[src/rtl/rr_pkt_mux.sv]
// Packet-aware N-channel multiplexer with round-robin or fixed-priority arbitration.
// A granted multi-beat packet locks the mux to its channel until the last beat passes.
// The output is a single register stage: one cycle of latency, full throughput.
module rr_pkt_mux #(
  parameter int unsigned DATA_WIDTH = 32,
  parameter int unsigned N_CH       = 16,
  parameter int unsigned MODE       = 0
) (
  input  logic                       clk,
  input  logic                       rst,
  input  logic [N_CH*DATA_WIDTH-1:0] in_data,
  input  logic [N_CH-1:0]            in_valid,
  input  logic [N_CH-1:0]            in_last,
  output logic [N_CH-1:0]            in_ready,
  output logic [DATA_WIDTH-1:0]      out_data,
  output logic [$clog2(N_CH)-1:0]    out_sel,
  output logic                       out_last,
  output logic                       out_valid,
  input  logic                       out_ready
);

  localparam int unsigned SEL_WIDTH = $clog2(N_CH);

  typedef enum logic [0:0] {StIdle, StLock} state_e;

  state_e                 state_q;
  logic [SEL_WIDTH-1:0]   rr_ptr_q;
  logic [SEL_WIDTH-1:0]   lock_ch_q;
  logic [DATA_WIDTH-1:0]  out_data_q;
  logic [SEL_WIDTH-1:0]   out_sel_q;
  logic                   out_last_q;
  logic                   out_valid_q;

  logic                   load_en;
  logic [N_CH-1:0]        eligible;
  logic                   grant_vld;
  logic [SEL_WIDTH-1:0]   grant_idx;
  logic [SEL_WIDTH-1:0]   cand;
  int unsigned            idx;
  logic [DATA_WIDTH-1:0]  sel_data;
  logic                   sel_last;
  logic                   hs;

  // The output register can accept a new beat when empty or being drained this cycle.
  assign load_en = !out_valid_q || out_ready;

  // While locked only the packet owner may compete.
  always_comb begin
    eligible = in_valid;
    if (state_q == StLock) begin
      eligible = '0;
      eligible[lock_ch_q] = in_valid[lock_ch_q];
    end
  end

  // Pick the first eligible channel, scanning upward from rr_ptr (MODE 0) or from 0 (MODE 1).
  always_comb begin
    grant_vld = 1'b0;
    grant_idx = '0;
    idx       = 0;
    cand      = '0;
    for (int unsigned i = 0; i < N_CH; i++) begin
      if (MODE == 0) begin
        idx = 32'(rr_ptr_q) + i;
        if (idx >= N_CH) idx = idx - N_CH;
      end else begin
        idx = i;
      end
      cand = SEL_WIDTH'(idx);
      if (!grant_vld && eligible[cand]) begin
        grant_vld = 1'b1;
        grant_idx = cand;
      end
    end
  end

  // Route the winner's payload and last flag toward the output register.
  always_comb begin
    sel_data = '0;
    for (int unsigned k = 0; k < N_CH; k++) begin
      if (grant_idx == SEL_WIDTH'(k)) sel_data = in_data[k*DATA_WIDTH +: DATA_WIDTH];
    end
    sel_last = in_last[grant_idx];
  end

  // One-hot accept to the winner, suppressed when the output is stalled or in reset.
  always_comb begin
    in_ready = '0;
    if (!rst && load_en && grant_vld) in_ready[grant_idx] = 1'b1;
  end

  assign hs = load_en && grant_vld;

  // Output register, packet lock FSM and round-robin pointer.
  always_ff @(posedge clk) begin
    if (rst) begin
      state_q     <= StIdle;
      rr_ptr_q    <= '0;
      lock_ch_q   <= '0;
      out_data_q  <= '0;
      out_sel_q   <= '0;
      out_last_q  <= 1'b0;
      out_valid_q <= 1'b0;
    end else if (load_en) begin
      out_valid_q <= hs;
      if (hs) begin
        out_data_q <= sel_data;
        out_sel_q  <= grant_idx;
        out_last_q <= sel_last;
        if (sel_last) begin
          state_q <= StIdle;
          if (MODE == 0) begin
            rr_ptr_q <= (grant_idx == SEL_WIDTH'(N_CH - 1)) ? '0 : grant_idx + SEL_WIDTH'(1);
          end
        end else begin
          state_q   <= StLock;
          lock_ch_q <= grant_idx;
        end
      end
    end
  end

  assign out_data  = out_data_q;
  assign out_sel   = out_sel_q;
  assign out_last  = out_last_q;
  assign out_valid = out_valid_q;

endmodule

[config.mk]
export PLATFORM = sky130hd
export DESIGN_NAME = rr_pkt_mux
export DESIGN_NICKNAME = d
export VERILOG_FILES = /design/src/rtl/rr_pkt_mux.sv
export SDC_FILE = /design/constraint.sdc
export NUM_CORES = 1
export LEC_CHECK = 0
export ABC_AREA = 1
export BUFFER_PORTS_ARGS = -buffer_cell sky130_fd_sc_hd__buf_2
export CAP_MARGIN = 30
export CORE_AREA = 2 2 233 235
export DETAILED_ROUTE_END_ITERATION = 6
export DIE_AREA = 0 0 235 237
export HOLD_SLACK_MARGIN = 0.06
export SKIP_CTS_REPAIR_TIMING = 1
export SYNTH_ARGS = -nofsm -noshare
export SYNTH_HDL_FRONTEND = slang
export SYNTH_SLANG_ARGS = --single-unit
[constraint.sdc]
create_clock -name clk -period 6.1 [get_ports clk]
set_clock_uncertainty 0.15 [all_clocks]
set_input_delay 0.915 -clock clk [delete_from_list [all_inputs] [get_ports clk]]
set_output_delay 0.915 -clock clk [all_outputs]
set_load 0.01 [all_outputs]
After elaboration in Yosys (flattened, before gate mapping)
Cells that the tools add are included.
Storage, ports and cells
  register bits after elaboration: 47
  input bits: 547
  word-level logic and storage cells: 242
  output and inout bits: 54
Cells by class
  bitwise gates (word level): 2
  eq/ne operators: 15
  multiplexer cells: 108
  reduce and logical (&&, ||, !) cells: 42
  add/sub/neg operators: 32
  order comparisons: 36
Operators by type and width (number)
  $mux W32: 16
  $mux W4: 33
  $lt A4 B5 Y1 const B: 18
  $ge A5 B5 Y1 const B: 15
  $bmux W1 S4: 18
  $sub A4 B1 Y4 const B: 16
  $add A4 B4 Y5 const B: 8
  $mux W1: 37
  $eq A4 B4 Y1 const B: 8
  $mux W16: 2
  $add A4 B3 Y5 const B: 4
  $logic_and A1 B1 Y1: 20
  $logic_not A1 Y1: 17
  $and A16 B16 Y16: 1
  $eq A4 B3 Y1 const B: 4
  $add A4 B2 Y5 const B: 2
  $demux W1 S4: 2
  $eq A4 B2 Y1 const B: 2
  $ge A4 B1 Y1 const B: 2
  $reduce_and A3 Y1: 2
  $add A4 B1 Y5 const B: 1
  $ge A4 B5 Y1 const B: 1
  $add A4 B1 Y4 const B: 1
  $eq A4 B1 Y1 const B: 1
  4 further kinds: 4

Longest topological paths before layout
  word-level depth: 71
  mapped depth: 51
  depth with buffers taken out: 48

Worst setup path before layout
No wires, ideal clock.
  kind: in2out
  from: input in_valid[11]
  to: output in_ready[13]
  arrival: 4.994 ns
  cell stages on the path: 35
  path buffers: 5
  path slack: 0.041 ns
  required time: 5.035 ns
  path through: nand2_1 > nand2_1 > nand2_1 > nand2_1 > nand2_1 > nand2_1 > inv_2 > nand2_4 > buf_6 > nand2_1 > nand3_1 > nand3_1 > nand3_1 > nand2_1 > nand2_1 > nand2_1 > inv_2 > nor2_4 > nand3_1 > nor2_1 > nand2_1 > nor2_1 > nand2_1 > o21ai_0 > o2111ai_1 > o32ai_1 > o21ai_0 > inv_1 > ha_1 > clkbuf_1 > clkbuf_1 > nand2_1 > buf_2 > buf_2 > nor2_1
On the way
  cells in the longest elaborated chain, start to end: 57
  elaborated cells on any way between the ends: 105
  those cells by class: order compare: 2; mux: 70; bitwise: 1; reduce/logical: 32
Ends and longest elaborated chain
  from (decl): line 12  | input logic [N_CH-1:0] in_valid,
  $bmux W1 S4: line 52  | eligible[lock_ch_q] = in_valid[lock_ch_q];
  $mux W1 (implied by the code): line 52
  $and A16 B16 Y16 (no line)
  $mux W16 (*): line 50  | if (state_q == StLock) begin
  $bmux W1 S4: line 70  | if (!grant_vld && eligible[cand]) begin
  $mux W1 (implied by the code): line 70
  $mux W1: line 70
  $logic_not A1 Y1: line 70
  (+41 left out)
  $logic_not A1 Y1: line 70
  $logic_and A1 B1 Y1: line 70
  $mux W4: line 70
  $lt A4 B5 Y1 (implied by the code) / $ge A4 B1 Y1 (equally long branches): line 89  | if (!rst && load_en && grant_vld) in_ready[grant_idx] = 1'b1;
  $logic_and A1 B1 Y1 (implied by the code): line 89
  $mux W1 (implied by the code): line 89
  $demux W1 S4: line 89
  $mux W16 (*): line 89
  to (decl): line 14  | output logic [N_CH-1:0] in_ready,
Every way passes the cells marked *; elsewhere a longest branch is shown, timed or not. The select of a mux whose other input is x is not followed.

Worst setup path in the final report
  from: input in_valid[4]
  to: register out_data_q[13] (netlist: out_data[13])
On the way
  cells in the longest elaborated chain, start to end: 69
  elaborated cells on any way between the ends: 132
  those cells by class: eq/ne: 15; mux: 83; bitwise: 1; reduce/logical: 33
Ends and longest elaborated chain
  $bmux W1 S4: line 52
  $mux W1 (implied by the code): line 52
  $and A16 B16 Y16 (no line)
  $mux W16 (*): line 50
  $bmux W1 S4: line 70
  $mux W1 (implied by the code): line 70
  $mux W1: line 70
  $logic_not A1 Y1: line 70
  (+38 left out)
  $logic_not A1 Y1: line 70
  $logic_and A1 B1 Y1: line 70
  $mux W1: line 70
  $logic_not A1 Y1: line 70
  $logic_and A1 B1 Y1: line 70
  $mux W4: line 70
  $logic_not A4 Y1: line 81  | if (grant_idx == SEL_WIDTH'(k)) sel_data = in_data[k*DATA_WIDTH +: DATA_WIDTH];
  $mux W32 (16 in a row): line 81
  to (signal assigned): line 107  | out_data_q <= sel_data;
  to (decl): line 29  | logic [DATA_WIDTH-1:0] out_data_q;
Marks and branches as above.
A chain may end at the register's enable or synchronous reset.

==> results.txt <==
- The flow ran to the end, and the final reports show no timing, DRC or antenna violations.
- Synthesis handed over a netlist of between 2000 and 2500 instances.
- Clock-pin slew was measured on the worst setup and hold paths at 0.07 ns.
- Wire per inst: 19.47 um
- Post-Route Utilization: ~34%
* Endpoint kind of the worst setup timing path: flip-flop
* Core Region: approximately 53000 um^2
- Peak clock frequency supported by timing: approximately 170 MHz
* Bufs on Longest Clock Path: 2
- Library cell used as clock root buffer: sky130_fd_sc_hd__clkbuf_16
- The Yosys step of the flow raised 0 warnings.
- Number of stages on the worst hold path: 2
- For this run, asynchronously set or reset flops after synthesis account for 0%.
- Source of the worst hold timing path: out_data[24]
- Effective utilization at floorplan: around a fifth
* Critical-path top delay cell: sky130_fd_sc_hd__or2_2
- Die Outline Area: 55700 um^2
- Share of cells above drive strength 1: between 40 and 50%
- Number of enable-type register cells in the synthesized netlist: 0
* Via/cell ratio: between 4 and 5
- Final setup violation count: 0
* Cell taking the most area after synthesis: sky130_fd_sc_hd__nand2_1
* Aggregate global routing overflow: 0
- Summed over its instances, the top area cell type makes up between 20% and 30% of the synthesized netlist area.
- For the pin with the worst max-slew slack, the measured transition is 0.7757 ns.
- Drt drc: 0
- TritonCTS built the clock tree.
* Setup slack at placement: -0.8218 ns
* Syn-to-layout area delta: 77.36%
- In this run the cell area of the synthesized design comes to approximately 10000 um^2.
* Detailed Route Iter0 Violations: 1053
* Final hold violation count: 0
- Total via count after detailed routing: about 16000
- CTS saw 47 sinks.
* Initial DRT Pass Iterations: 6
- Period minus WS final: 6.049 ns
* Largest fanout of any net on the critical path: 7
- For this block, the routed nets add up to 68.80 mm of wire.
* Critical path class: in -> reg
* Number of buffer and inverter instances along the worst setup path: 3
- Among all cell types in the netlist, the one instantiated most often is sky130_fd_sc_hd__nand2_1.
- Worst reg2reg setup slack: approximately 0.23 ns
- First-pass GRT wire length: 94.01 mm
* Post-detailed-placement half-perimeter wirelength: approximately 57 mm
- Worst reg2reg endpoint: out_data[13]
- The placed instances occupy a cell area of between 15000 and 20000 um^2.
- For the worst-skew pair, the clock arrives at the later sink with an insertion delay of roughly 0.30 ns.
- CP dominant cell by count: sky130_fd_sc_hd__nand2_1
* Number of nets at the end of the flow: between 3000 and 4000
* Number of antenna violations at the first check in global routing: 8
- Die Ht: roughly 240 um
- The startpoint identified for the worst register-to-register timing path is rr_ptr_q[1].
- On the worst path, the slowest cell contributes a delay of between 0.2 and 0.3 ns.
- Tightest hold margin: roughly 0.31 ns
- The min-delay analysis places its worst path in the category reg -> reg.
- Row count: 85
- In the synthesized netlist, the cells that appear most often are sky130_fd_sc_hd__nand2_1, sky130_fd_sc_hd__nand3_1, sky130_fd_sc_hd__inv_1.
- Top cells by area in the synthesized netlist: sky130_fd_sc_hd__nand2_1, sky130_fd_sc_hd__nand3_1, sky130_fd_sc_hd__dfxtp_1, sky130_fd_sc_hd__inv_1, sky130_fd_sc_hd__a21oi_1
- For this run, the leading register cell type out of synthesis is sky130_fd_sc_hd__dfxtp_1.
* Remaining number of nets flagged by the antenna check after routing: 0
- # Max-Cap Violations: 0
* Count of cells along the worst register-to-register path: 37
* Final Cell Area: approximately 18000 um^2
- Setup repair after global routing could not meet its margin everywhere.
- Data arrives at the worst endpoint at around 6.1 ns.
- The number of global-route vias before repair came to 14960.
- STA classifies the critical path startpoint as an input pin.
- The congestion estimate from routability-driven global placement came to slightly above 1.
- Part of the Yosys area used for sequential elements: under 10%
* Die Span X: between 200 and 250 um
* Depth of the critical timing path with buffers and inverters included: between 40 and 50
* End point of the most critical hold path: out_data[24]
- CP Launch Point: in_valid[4]
* Maximum number of pins on one net before global-route repair: 66
- Each instance of the synthesized netlist takes up on average 4.937 um^2.
- Level count of the clock H-tree: 2
- Global routing used approximately 22% of the available tracks across all layers.
- Final worst path period share: between 90% and 100%
- The max-slew violation total from the final report came to 0.
- STA puts the critical path data required time at 6.10 ns.
- Dominant delay contributor by cell family on the critical path: simple AND/OR/NAND/NOR gates
- The worst path meets setup with between 0.05 and 0.06 ns of slack.
* CTS buffer count: 5
- Count of cell types in the netlist: 45
- Synthesis produced a netlist with a net count of about 2600.
- Slew headroom: between 40% and 50%
- PortBufs: 600
- Total I/O pin count: 601
- Number of storage elements in the synthesis netlist: 47
==> area by class of cell <==
| type | count | area (um^2) |
|---|---|---|
| inverters | 262 | 1016 |
| multi-input cells | 1636 | 9314 |
| flip-flops and latches | 47 | 940.9 |
| well taps | 696 | 870.8 |
| repair buffers | 878 | 5796 |
| clock inverters | 2 | 35.03 |
| fillers | 6018 | 35160 |
| diodes | 6 | 15.01 |
| clock buffers | 6 | 138.9 |
==> layer usage <==
layer	wire length, um	global-route usage [%]
met5	12	0
met4	2144	6.272
met3	4597	3.159
met2	32520	38.39
met1	29520	29.19
==> worst max path at each step <==
stage | end | slack (ns)
floorplan | in_ready[13] | 0.04
global placement | out_data[29] | -0.71
detailed placement | out_data[29] | -0.82
CTS | out_data[29] | -0.48
global route | out_data[31] | -0.24
finish | out_data[13] | 0.05
==> state kept, by name (all words and copies together), names as in the netlist <==
register,flops
state_q,1
lock_ch_q,4
out_data,32
out_last,1
out_sel,4
rr_ptr_q,4
out_valid,1
==> worst register-to-register path: cells and delay by family (launching register included) <==
| kind | cells | cell delay (ns) |
|---|---|---|
| compound gates | 2 | 0.24 |
| xor+xnor | 1 | 0.58 |
| fa+ha+maj | 1 | 0.20 |
| buf+inv | 9 | 1.24 |
| flops | 1 | 0.41 |
| simple gates | 24 | 2.89 |
==> cell families (layout without fill, tap and decap cells) <==
group | count (synthesis) | after routing | synth area share [%]
xor gates and xnor gates | 6 | 6 | 0.5142
adders and majority gates | 11 | 11 | 1.347
other | 0 | 6 | 0
buffers and inverters | 388 | 1148 | 15.88
DFF | 47 | 47 | 9.207
and+or+nand+nor | 1386 | 1387 | 60.75
AOI/OAI and AO/OA | 232 | 232 | 12.30
==> layout by cell type (no fill, tap or decap), drive strengths merged, types with 2 or more instances in the layout <==
master	synthesis	routed
a21oi	104	104
a221oi	4	4
a31oi	3	3
buf	63	871
clkbuf	63	13
clkinv	40	34
dfxtp	47	47
diode	0	6
ha	11	11
inv	222	229
nand2	734	735
nand3	357	357
nand3b	2	2
nand4	48	48
nor2	153	153
nor3	17	17
o2111ai	4	4
o211ai	3	3
o21a	2	2
o21ai	108	108
or2	74	74
xnor2	2	2
xor2	4	4
==> through the flow <==
stage	instances	setup TNS [ns]
floorplan	2070	0
global placement	3480	-18.58
detailed placement	3480	-20.00
CTS	3488	-9.576
global route	3533	-5.689
finish	3533	0
Power is not shown: default switching activity piles up to over one toggle a cycle in this logic, so the estimate is an artifact.
